File: config.mk
export PLATFORM = sky130hd
export DESIGN_NAME = io_control_xfer_flat
export DESIGN_NICKNAME = d
export VERILOG_FILES = /design/src/rtl/io_control_xfer_if.sv /design/src/rtl/io_control_xfer.sv /design/src/flat_wrapper.sv
export SDC_FILE = /design/constraint.sdc
export NUM_CORES = 1
export LEC_CHECK = 0
export CAP_MARGIN = 10
export CORE_MARGIN = 3
export CORE_UTILIZATION = 37
export DETAILED_ROUTE_END_ITERATION = 12
export MAX_ROUTING_LAYER = met4
export SKIP_CTS_REPAIR_TIMING = 1
export SYNTH_ARGS = -nofsm -noshare
export SYNTH_HDL_FRONTEND = slang
export SYNTH_SLANG_ARGS = --single-unit
export TNS_END_PERCENT = 50
File: constraint.sdc
create_clock -name clk -period 3.9 [get_ports clk]
set_input_delay 0.78 -clock clk [delete_from_list [all_inputs] [get_ports clk]]
set_output_delay 0.78 -clock clk [all_outputs]
set_load 0.005 [all_outputs]
File: src/rtl/io_control_xfer_if.sv
// Bus-side signal bundle for io_control_xfer: CPU control lines, device ready,
// and the registered select/strobe/status outputs.
interface io_control_xfer_if #(
  parameter int DATA_W = 8,
  parameter int X_BITS = 3,
  parameter int Y_BITS = 3
) ();
  logic [DATA_W-1:0]      bus;
  logic                   loadn;
  logic                   from_devn;
  logic                   to_devn;
  logic                   dev_rdy;
  logic [2**X_BITS-1:0]   sel_x;
  logic [2**Y_BITS-1:0]   sel_y;
  logic                   rdn;
  logic                   wrn;
  logic                   busy;
  logic                   err;

  modport master (
    output bus, loadn, from_devn, to_devn, dev_rdy,
    input  sel_x, sel_y, rdn, wrn, busy, err
  );

  modport slave (
    input  bus, loadn, from_devn, to_devn, dev_rdy,
    output sel_x, sel_y, rdn, wrn, busy, err
  );
endinterface

File: src/rtl/io_control_xfer.sv
// I/O controller: latches a device address, drives active-low one-hot selects and
// runs a handshaked read/write transfer FSM with wait states, timeout and auto-increment.
module io_control_xfer #(
  parameter int DATA_W   = 8,
  parameter int X_BITS   = 3,
  parameter int Y_BITS   = 3,
  parameter int AUTO_INC = 1,
  parameter int TIMEOUT  = 15
) (
  input  logic             clk,
  input  logic             rstn,
  io_control_xfer_if.slave io
);
  localparam int ADDR_W = X_BITS + Y_BITS;
  localparam int NX     = 2**X_BITS;
  localparam int NY     = 2**Y_BITS;
  localparam int CNT_W  = $clog2(TIMEOUT + 1);

  typedef enum logic [1:0] {S_IDLE, S_SETUP, S_STROBE, S_DONE} state_t;

  state_t              r_state;
  logic [ADDR_W-1:0]   r_addr;
  logic [CNT_W-1:0]    r_cnt;
  logic                r_loaded;
  logic                r_dir_rd;
  logic                r_rdn;
  logic                r_wrn;
  logic                r_busy;
  logic                r_err;
  logic [NX-1:0]       r_sel_x;
  logic [NY-1:0]       r_sel_y;

  logic [ADDR_W-1:0]   w_bus_addr;
  logic [ADDR_W-1:0]   w_addr_inc;
  logic                w_timeout;
  logic                w_unused;

  function automatic logic [NX-1:0] dec_x(input logic [X_BITS-1:0] a);
    return ~({{(NX-1){1'b0}}, 1'b1} << a);
  endfunction

  function automatic logic [NY-1:0] dec_y(input logic [Y_BITS-1:0] a);
    return ~({{(NY-1){1'b0}}, 1'b1} << a);
  endfunction

  assign w_bus_addr = io.bus[ADDR_W-1:0];
  assign w_addr_inc = r_addr + ADDR_W'(AUTO_INC);
  assign w_timeout  = (r_cnt == CNT_W'(TIMEOUT));
  assign w_unused   = ^io.bus;

  always_ff @(posedge clk or negedge rstn) begin
    if (!rstn) begin
      r_state  <= S_IDLE;
      r_addr   <= '0;
      r_cnt    <= '0;
      r_loaded <= 1'b0;
      r_dir_rd <= 1'b0;
      r_rdn    <= 1'b1;
      r_wrn    <= 1'b1;
      r_busy   <= 1'b0;
      r_err    <= 1'b0;
      r_sel_x  <= '1;
      r_sel_y  <= '1;
    end else begin
      case (r_state)
        S_IDLE: begin
          if (!io.loadn) begin
            r_addr   <= w_bus_addr;
            r_err    <= 1'b0;
            r_loaded <= 1'b1;
            r_sel_x  <= dec_x(w_bus_addr[X_BITS-1:0]);
            r_sel_y  <= dec_y(w_bus_addr[X_BITS +: Y_BITS]);
          end else if (io.from_devn ^ io.to_devn) begin
            r_state  <= S_SETUP;
            r_busy   <= 1'b1;
            r_dir_rd <= ~io.from_devn;
          end else if (!io.from_devn && !io.to_devn) begin
            r_err <= 1'b1;
          end
        end
        S_SETUP: begin
          r_state <= S_STROBE;
          if (r_dir_rd) r_rdn <= 1'b0;
          else          r_wrn <= 1'b0;
        end
        S_STROBE: begin
          // dev_rdy wins over timeout when both land on the same edge
          if (io.dev_rdy || w_timeout) begin
            if (!io.dev_rdy) r_err <= 1'b1;
            r_state <= S_DONE;
            r_rdn   <= 1'b1;
            r_wrn   <= 1'b1;
            r_addr  <= w_addr_inc;
            if (r_loaded) begin
              r_sel_x <= dec_x(w_addr_inc[X_BITS-1:0]);
              r_sel_y <= dec_y(w_addr_inc[X_BITS +: Y_BITS]);
            end
          end else begin
            r_cnt <= r_cnt + CNT_W'(1);
          end
        end
        S_DONE: begin
          r_cnt   <= '0;
          r_busy  <= 1'b0;
          r_state <= S_IDLE;
        end
        default: r_state <= S_IDLE;
      endcase
    end
  end

  assign io.sel_x = r_sel_x;
  assign io.sel_y = r_sel_y;
  assign io.rdn   = r_rdn;
  assign io.wrn   = r_wrn;
  assign io.busy  = r_busy;
  assign io.err   = r_err;
endmodule

File: src/flat_wrapper.sv
// flat-port wrapper written by rule: the top's interface ports become plain ports
module io_control_xfer_flat 
#(
  parameter int DATA_W   = 8,
  parameter int X_BITS   = 3,
  parameter int Y_BITS   = 3,
  parameter int AUTO_INC = 1,
  parameter int TIMEOUT  = 15
)
  (clk, rstn, io_bus, io_loadn, io_from_devn, io_to_devn, io_dev_rdy, io_sel_x, io_sel_y, io_rdn, io_wrn, io_busy, io_err);
  io_control_xfer_if #(.DATA_W(DATA_W), .X_BITS(X_BITS), .Y_BITS(Y_BITS)) io_i ();
  input  logic clk;
  input  logic rstn;
  input wire logic [$bits(io_i.bus)-1:0] io_bus;
  input wire logic [$bits(io_i.loadn)-1:0] io_loadn;
  input wire logic [$bits(io_i.from_devn)-1:0] io_from_devn;
  input wire logic [$bits(io_i.to_devn)-1:0] io_to_devn;
  input wire logic [$bits(io_i.dev_rdy)-1:0] io_dev_rdy;
  output wire logic [$bits(io_i.sel_x)-1:0] io_sel_x;
  output wire logic [$bits(io_i.sel_y)-1:0] io_sel_y;
  output wire logic [$bits(io_i.rdn)-1:0] io_rdn;
  output wire logic [$bits(io_i.wrn)-1:0] io_wrn;
  output wire logic [$bits(io_i.busy)-1:0] io_busy;
  output wire logic [$bits(io_i.err)-1:0] io_err;
  assign io_i.bus = io_bus;
  assign io_i.loadn = io_loadn;
  assign io_i.from_devn = io_from_devn;
  assign io_i.to_devn = io_to_devn;
  assign io_i.dev_rdy = io_dev_rdy;
  assign io_sel_x = io_i.sel_x;
  assign io_sel_y = io_i.sel_y;
  assign io_rdn = io_i.rdn;
  assign io_wrn = io_i.wrn;
  assign io_busy = io_i.busy;
  assign io_err = io_i.err;
  io_control_xfer #(.DATA_W(DATA_W), .X_BITS(X_BITS), .Y_BITS(Y_BITS), .AUTO_INC(AUTO_INC), .TIMEOUT(TIMEOUT)) u_core (.clk(clk), .rstn(rstn), .io(io_i));
endmodule
==> results.ini, run 1 <==
[cells_and_area]
design_area_mm2 = 0.002556
final_layout_size_suffix_gt1_frac = 0.1606
final_cells = 319
num-fill-cells = 521
final_core_utilization = 0.4850
area_growth_syn_to_layout_pct = 22.56
multi_input_area_mm2 = 0.001119
seq_area_um2 = 873.3
antenna_cells = 0
fin_nets = 274

[global_route]
grt_pass1_vias = 1678
gr-usage-all-layers = 0.1600
gr-total-overflow = 0
antenna_found_initial = 0
grt_pass1_wl_um = 7817
grt_max_degree = 24

[pwr]
p_total_w = 0.002080
power.leakage_nw = 1.058
peakVddDrop_mv = 0.4488
powerDensity_mw_per_mm2 = 813.7

[route]
wirelength_um = 4489
drc_errors = 0
wire_per_inst_um = 14.07
postRouteAntennaNets = 0
post_drt_via_cell_ratio = 5.270
drt_iter0_drc = 116
vias = 1681
first_pass_iters = 4

[critical_path]
regToRegStartpoint = u_core.r_state[0]
crit_type = flip-flop to flip-flop
crit_arrival_ns = 2.69
r2r_cells = 7
slowest_delay_ns = 0.48
path_cells = inv_1, ha_1, buf_4, nor2_1, a2111oi_4, buf_4, mux2_2
critical_path_required_ns = 4.13
r2r_slack_ns = 1.43
cp_top_family = buffers and inverters
crit_buf_inv = 3
worst_r2r_endpoint = u_core.io.sel_x[5]
cpMostUsedCell = buf_4
start_kind = flip-flop
end_kind = flip-flop
cp_slowest_cell = ha_1
cp_max_fo = 20

[synthesis]
syn_inst = 214
synth-simple-area-share = 0.1536
synth_compound_area_frac = 0.2244
synth_nets = 240
synth_mux_area_frac = 0.06539
synth_top_family_by_area = compound AO/OA/AOI/OAI gates
yosys.area.top_type = dfstp_2
syn_area_per_cell_um2 = 9.746
ys_ff_latch = 34
synth-xor-area-share = 0.02100
syn-cell-area_mm2 = 0.002086
synth_top_area_frac = 0.2268
ys.flop_type = dfstp_2
synth_area_leaders = dfstp_2 (23%), dfrtp_1 (19%), ha_1 (7.2%), a21oi_1 (3.8%), mux2i_1 (3.8%)
synth_warnings = 0
synth_fa_ha_area_frac = 0.07199
synth_cell_types = 42
synth_edf_count = 0
async_flop_share = 1.000
ys_seq_area_frac = 0.4187

[timing]
rsz0062_at_grt = false
fin_tns_setup_ns = 0
max_freq_mhz = 405.6
max_slew_margin = 0.3052
min_period_ns = 2.465
setup_viol = 0
fin_skew_ns = 0.005687
finalHoldViolCount = 0
tightest_slew_ns = 1.039
slew_viol_final = 0
fin_crit_sh = 0.6321

[run_status]
outcome = finished clean

[floorplan]
die_h_um = 81.08
start_util = 0.3958
pin_count = 34
dieWidth_um = 81.08
dieArea_mm2 = 0.006574
core-area_mm2 = 0.005270
row_count = 26

[placement]
place_area_mm2 = 0.002465
routabilityCongestion = 0.8362
port-buffer-count = 31
dp_hpwl_um = 3233
place_inst = 311

[clocking]
clockBufferDepth = 2
clock-sinks = 34
cts_buffers = 5
htree_num_levels = 2
cts_root_buf = clkbuf_8
clk_pin_slew_ns = 0.07
clock_latency_ns = 0.30
cts_tree = yes

[min_path]
holdPathStages = 1
holdPathEnd = u_core.io.sel_y[4]
hp-class = flip-flop to flip-flop
worstHoldStart = u_core.io.sel_y[4]

[run]
max_cap_violations = 0

## per-stage QoR
stage	hold WS (ns)	setup WS, ns
floorplan	0.4600	1.967
global placement	0.4694	1.282
detailed placement	0.4707	1.273
CTS	0.4824	1.417
global route	0.5015	1.252
finish	0.4785	1.435
## worst max path at each step
stage,from,endpoint,slack (ns),depth (start not counted)
3_3_place_gp,io_dev_rdy,u_core.r_state[1],1.28,5
3_5_place_dp,io_dev_rdy,u_core.r_state[1],1.27,5
4_1_cts,u_core.r_state[0],u_core.r_state[1],1.42,6
2_1_floorplan,io_loadn,u_core.io.sel_x[4],1.97,4
5_1_grt,u_core.r_state[0],u_core.io.sel_x[7],1.25,7
6_report,u_core.r_state[0],u_core.io.sel_x[5],1.43,7
## layout make-up
| class | instances | area share |
|---|---|---|
| clock buffers | 7 | 0.03377 |
| clock inverters | 1 | 0.001958 |
| inverters | 12 | 0.01762 |
| multi-input cells | 160 | 0.4376 |
| flip-flops and latches | 34 | 0.3417 |
| well taps | 70 | 0.03426 |
| repair buffers | 35 | 0.1331 |
## synth_stat cells, types with 2 or more instances
library cell / instances
a21boi_0: 2
a21o_1: 2
a21oi_1: 16
a22oi_1: 8
a31oi_1: 2
a32oi_1: 3
and2_1: 2
and3_1: 4
buf_2: 6
dfrtp_1: 16
dfstp_2: 18
ha_1: 12
inv_1: 12
mux2_2: 5
mux2i_1: 8
nand2_1: 19
nand2b_1: 5
nand3_1: 7
nor2_1: 16
nor2b_1: 5
o21ai_0: 11
o21ai_1: 2
o22a_1: 4
o22ai_1: 3
o2bb2ai_1: 4
o31ai_1: 3
xnor2_1: 3
xor2_1: 2
## state kept, by name, summed over array words and instances (netlist names)
signal,cells
u_core.r_loaded,1
u_core.io.rdn,1
u_core.r_dir_rd,1
u_core.r_state,2
u_core.io.wrn,1
u_core.io.sel_x,8
u_core.r_addr,6
u_core.io.busy,1
u_core.r_cnt,4
u_core.io.err,1
u_core.io.sel_y,8
## routing by layer
metal / track usage / vias to the layer above / share of wire
met5: - / - / 0
met2: 0.2348 / 28 / 0.44
met4: 0.06588 / 0 / 0.019
met1: 0.2125 / 814 / 0.49
met3: 0.03659 / 8 / 0.042
li1: - / 831 / -
## worst register-to-register path: cells and delay by family, from the launching register on
family                     cells  cell delay (ns)
muxes                          1             0.37
buffers and inverters          3             0.71
adders and majority gates      1             0.48
AOI/OAI and AO/OA              1             0.28
DFF                            1             0.41
and+or+nand+nor                1             0.14
## power by group
part	internal, W	switching [W]	total, W
logic	0.000534	0.000561	0.00110
clock network	0.000143	0.000136	0.000279
registers	0.000566	0.000140	0.000706
total	0.00124	0.000837	0.00208
## placed cells by master, fill, tap and decap left out, types with 8 or more instances in the layout
master	count
dfrtp_1	16
nand2_1	19
clkdlybuf4s50_1	31
a21oi_1	16
o21ai_0	11
dfstp_2	18
ha_1	12
a22oi_1	8
mux2i_1	8
inv_1	12
nor2_1	16
## logic make-up after synthesis
logic type,Yosys count
AND/OR/NAND/NOR,64
adder cells (fa/ha/maj),12
buffers and inverters,20
XOR/XNOR,5
AO/OA/AOI/OAI,66
multiplexers,13
flip-flops,34
Note: power is estimated with default switching activity, not from simulation.
==> run 2, diff against run 1 <==
==> constraint.sdc (replaced) <==
create_clock -name clk -period 2.3 [get_ports clk]
set_input_delay 0.46 -clock clk [delete_from_list [all_inputs] [get_ports clk]]
set_output_delay 0.46 -clock clk [all_outputs]
set_load 0.005 [all_outputs]
==> results.ini, run 2 (synthesis results as in run 1) <==
[timing]
setup_viol = 0
fin_crit_sh = 0.9008
slew_viol_final = 0
max_slew_margin = 0.7033
min_period_ns = 2.072
fin_skew_ns = 0.01161
finalHoldViolCount = 0
tightest_slew_ns = 0.4434
max_freq_mhz = 482.7
fin_tns_setup_ns = 0
rsz0062_at_grt = false

[floorplan]
dieArea_mm2 = 0.006574
start_util = 0.3958
dieWidth_um = 81.08
pin_count = 34
die_h_um = 81.08
core-area_mm2 = 0.005270
row_count = 26

[critical_path]
crit_type = flip-flop to flip-flop
cp_slowest_cell = dfrtp_1
slowest_delay_ns = 0.39
regToRegStartpoint = u_core.r_state[0]
critical_path_required_ns = 2.52
end_kind = flip-flop
cp-startpoint = u_core.r_state[0]
cp_max_fo = 20
crit_end = u_core.io.sel_x[5]
start_kind = flip-flop
crit_arrival_ns = 2.29
r2r_slack_ns = 0.23
r2r_cells = 6
path_cells = inv_1, ha_1, and2_2, a2111oi_4, buf_12, mux2_2
worst_r2r_endpoint = u_core.io.sel_x[5]

[route]
wire_per_inst_um = 14.28
vias = 1686
post_drt_via_cell_ratio = 5.236
wirelength_um = 4599
first_pass_iters = 4
drc_errors = 0
drt_iter0_drc = 81
postRouteAntennaNets = 0

[min_path]
hp-class = flip-flop to flip-flop

[global_route]
gr-usage-all-layers = 0.1614
grt_pass1_wl_um = 7866
grt_max_degree = 35
gr-total-overflow = 0
antenna_found_initial = 0
grt_pass1_vias = 1655

[placement]
dp_hpwl_um = 3313
place_area_mm2 = 0.002500
place_inst = 314
routabilityCongestion = 0.7926
port-buffer-count = 31

[run_status]
outcome = finished clean

[cells_and_area]
final_layout_size_suffix_gt1_frac = 0.1627
seq_area_um2 = 873.3
final_cell_mix = clkdlybuf4s50_1 (31), nand2_1 (19), dfstp_2 (18)
final_cells = 322
area_growth_syn_to_layout_pct = 23.70
num-fill-cells = 537
fin_nets = 277
layout_commonest_cell = clkdlybuf4s50_1
design_area_mm2 = 0.002580
antenna_cells = 0
multi_input_area_mm2 = 0.001119

[clocking]
htree_num_levels = 2
clock-sinks = 34
cts_root_buf = clkbuf_8
cts_tree = yes
clk_pin_slew_ns = 0.07
clockBufferDepth = 2
cts_buffers = 5
clock_latency_ns = 0.29

[run]
max_cap_violations = 0

[pwr]
clkPwrFrac = 0.120
p_sw_w = 0.001444
p_int_w = 0.002151
pwr-share-seq = 0.333
switching_share = 0.4016
peakVddDrop_mv = 0.5566
power.leakage_nw = 1.069
p_comb_frac = 0.546
powerDensity_mw_per_mm2 = 1393

## run 2: cell count changes in the layout (fill, tap and decap cells not counted)
cell	before	now
buf_4	4	6
clkinv_2	1	0
buf_12	0	1
clkbuf_1	1	3
clkbuf_8	6	5
## run 2: worst min path at each step
| stage | depth (start not counted) | slack, ns | to | startpoint |
|---|---|---|---|---|
| floorplan | 0 | 0.16 | u_core.io.busy | rstn |
| global placement | 1 | 0.47 | u_core.io.sel_y[5] | u_core.io.sel_y[5] |
| detailed placement | 1 | 0.47 | u_core.io.sel_y[6] | u_core.io.sel_y[6] |
| CTS | 1 | 0.48 | u_core.io.sel_y[7] | u_core.io.sel_y[7] |
| global route | 1 | 0.49 | u_core.io.sel_y[6] | u_core.io.sel_y[6] |
| finish | 1 | 0.48 | u_core.io.sel_y[7] | u_core.io.sel_y[7] |
## run 2: area by class of cell
type                    instances  share of cell area
inverters                      12             0.01746
repair buffers                 38              0.1455
well taps                      70             0.03395
clock buffers                   8             0.03104
multi-input cells             160              0.4336
flip-flops and latches         34              0.3385
## run 2: worst max-delay path: cells and delay by family, from the launching register on
family / cells / cell delay (ns)
flip-flops: 1 / 0.39
AND/OR/NAND/NOR: 1 / 0.27
AO/OA/AOI/OAI: 1 / 0.39
adder cells (fa/ha/maj): 1 / 0.28
multiplexers: 1 / 0.34
buffers and inverters: 2 / 0.30
## run 2: power by group through the flow
stage	combinational [W]	clock, W	sequential, W
floorplan	0.00132	0	0.00115
global placement	0.00194	0	0.00120
global route	0.00220	0.000473	0.00125
finish	0.00196	0.000433	0.00120
CTS	0.00199	0.000447	0.00120
detailed placement	0.00197	0	0.00121
## run 2: per-layer routing
layer / up-vias / GRT usage / wire length [um]
li1: 842 / - / -
met1: 802 / 0.2090 / 2271
met2: 36 / 0.2512 / 2092
met3: 6 / 0.03991 / 175
met4: 0 / 0.04561 / 59
met5: - / - / 0
## run 2: through the flow
stage,hold WS [ns],worst slack (ns),utilization,total power [W]
floorplan,0.1644,0.4526,-,0.002473
global placement,0.4704,0.1364,0.4744,0.003137
detailed placement,0.4732,0.1174,0.4744,0.003180
CTS,0.4831,0.2356,0.4896,0.003638
global route,0.4941,0.1244,0.4896,0.003926
finish,0.4791,0.2282,0.4896,0.003594
==> run 3, diff against run 2 <==
--- a/config.mk
+++ b/config.mk
@@ -6,7 +6,6 @@
 export NUM_CORES = 1
 export LEC_CHECK = 0
 export CAP_MARGIN = 10
-export CORE_MARGIN = 3
 export CORE_UTILIZATION = 37
 export DETAILED_ROUTE_END_ITERATION = 12
 export MAX_ROUTING_LAYER = met4
==> constraint.sdc (replaced) <==
create_clock -name clk -period 2.32 [get_ports clk]
set_input_delay 0.464 -clock clk [delete_from_list [all_inputs] [get_ports clk]]
set_output_delay 0.464 -clock clk [all_outputs]
set_load 0.005 [all_outputs]
==> results.ini, run 3 (synthesis results as in run 1) <==
[pwr]
p_sw_w = 0.001406
peakVddDrop_mv = 0.6593
power.leakage_nw = 1.083
powerDensity_mw_per_mm2 = 1373
pwr-share-seq = 0.331
p_int_w = 0.002162
clkPwrFrac = 0.127
switching_share = 0.3941
p_comb_frac = 0.542

[cells_and_area]
fin_nets = 278
layout_commonest_cell = clkdlybuf4s50_1
final_cell_mix = clkdlybuf4s50_1 (31), nand2_1 (19), dfstp_2 (18)
final_layout_size_suffix_gt1_frac = 0.1739
area_growth_syn_to_layout_pct = 24.59
antenna_cells = 0

[global_route]
gr-total-overflow = 0
antenna_found_initial = 0
grt_max_degree = 35
grt_pass1_wl_um = 7679
gr-usage-all-layers = 0.1711
grt_pass1_vias = 1602

[critical_path]
r2r_slack_ns = 0.26
regToRegStartpoint = u_core.r_state[0]
critical_path_required_ns = 2.53
cp-startpoint = u_core.r_state[0]
start_kind = flip-flop
crit_type = flip-flop to flip-flop
end_kind = flip-flop
cp_max_fo = 20
crit_arrival_ns = 2.27

[route]
wire_per_inst_um = 13.64
first_pass_iters = 4
m1WireLength_um = 2178
wirelength_um = 4405
postRouteAntennaNets = 0
highest_layer = met4
post_drt_via_cell_ratio = 5.238
drc_errors = 0
wl_met2_um = 2001
wl_met3_um = 192
vias = 1692
drt_iter0_drc = 106

[placement]
port-buffer-count = 31
routabilityCongestion = 0.8305
dp_hpwl_um = 3158
pre_cts_ws_ns = 0.1352

[timing]
fin_crit_sh = 0.8886
fin_tns_setup_ns = 0
finalHoldViolCount = 0
rsz0062_at_grt = false
max_freq_mhz = 485.1
slew_viol_final = 0
setup_viol = 0
tightest_slew_ns = 0.4014
max_slew_margin = 0.7247
layout_setup_ws_ns = 0.2584
min_period_ns = 2.062
fin_skew_ns = 0.006741

[min_path]
hp-class = flip-flop to flip-flop
worstHoldStart = u_core.io.sel_y[7]

[clocking]
clock_latency_ns = 0.28
clk_pin_slew_ns = 0.07
clock-sinks = 34
htree_num_levels = 2
cts_tree = yes
cts_buffers = 5
cts_root_buf = clkbuf_8
clockBufferDepth = 2

[floorplan]
core-area_mm2 = 0.005270
die_h_um = 77.08
dieArea_mm2 = 0.005941
start_util = 0.3958
row_count = 26
dieWidth_um = 77.08
pin_count = 34

[run_status]
outcome = finished clean

[run]
max_cap_violations = 0

## run 3: cell types whose count changed in the layout (fill, tap and decap cells not counted), sizes merged
cell	change
buf	+1
clkbuf	-1
clkinv	+1
## run 3: per-layer routing
layer  GRT usage  up-vias
li1            -      843
met4     0.05849        0
met2      0.2661       40
met5           -        -
met3     0.04524        2
met1      0.2150      807
## run 3: area by class of cell
type,instances,area [um2]
Sequential cell,34,873.3
Multi-Input combinational cell,160,1119
Clock buffer,7,86.33
Timing Repair Buffer,39,382.9
Tap cell,70,87.58
Fill cell,523,2671
Inverter,12,45.04
Clock inverter,1,5.005
## run 3: power by group through the flow
| stage | clock, W | combinational, W | sequential [W] |
|---|---|---|---|
| after global routing | 0.000497 | 0.00216 | 0.00122 |
| after floorplan | 0 | 0.00131 | 0.00114 |
| after global placement | 0 | 0.00192 | 0.00119 |
| after CTS | 0.000472 | 0.00195 | 0.00118 |
| final | 0.000454 | 0.00193 | 0.00118 |
| after detailed placement | 0 | 0.00193 | 0.00119 |
## run 3: stage by stage
stage	hold WS (ns)	cells	total power, W	utilization	area (um2)
3_3_place_gp	0.4696	315	0.003105	0.4758	2507
2_1_floorplan	0.1684	214	0.002452	-	2086
3_5_place_dp	0.4700	315	0.003127	0.4758	2507
4_1_cts	0.4825	323	0.003606	0.4931	2599
5_1_grt	0.4857	323	0.003880	0.4931	2599
6_report	0.4802	323	0.003567	0.4931	2599
## run 3: worst paths after layout
check	end	depth (start not counted)
worst max-delay path	u_core.io.sel_x[6]	7
worst min-delay path	u_core.io.sel_y[7]	1
min in group asynchronous	u_core.r_cnt[2]	2
max in group asynchronous	u_core.io.sel_x[1]	2
worst max register to register	u_core.io.sel_x[6]	7
worst min register to register	u_core.io.sel_y[7]	1
## run 3: worst max-delay path: stages (launching register included)
cell	delay (ns)
dfrtp_1	0.40
inv_1	0.13
ha_1	0.21
buf_4	0.21
nor2_1	0.13
a2111oi_4	0.36
buf_12	0.20
mux2_2	0.34
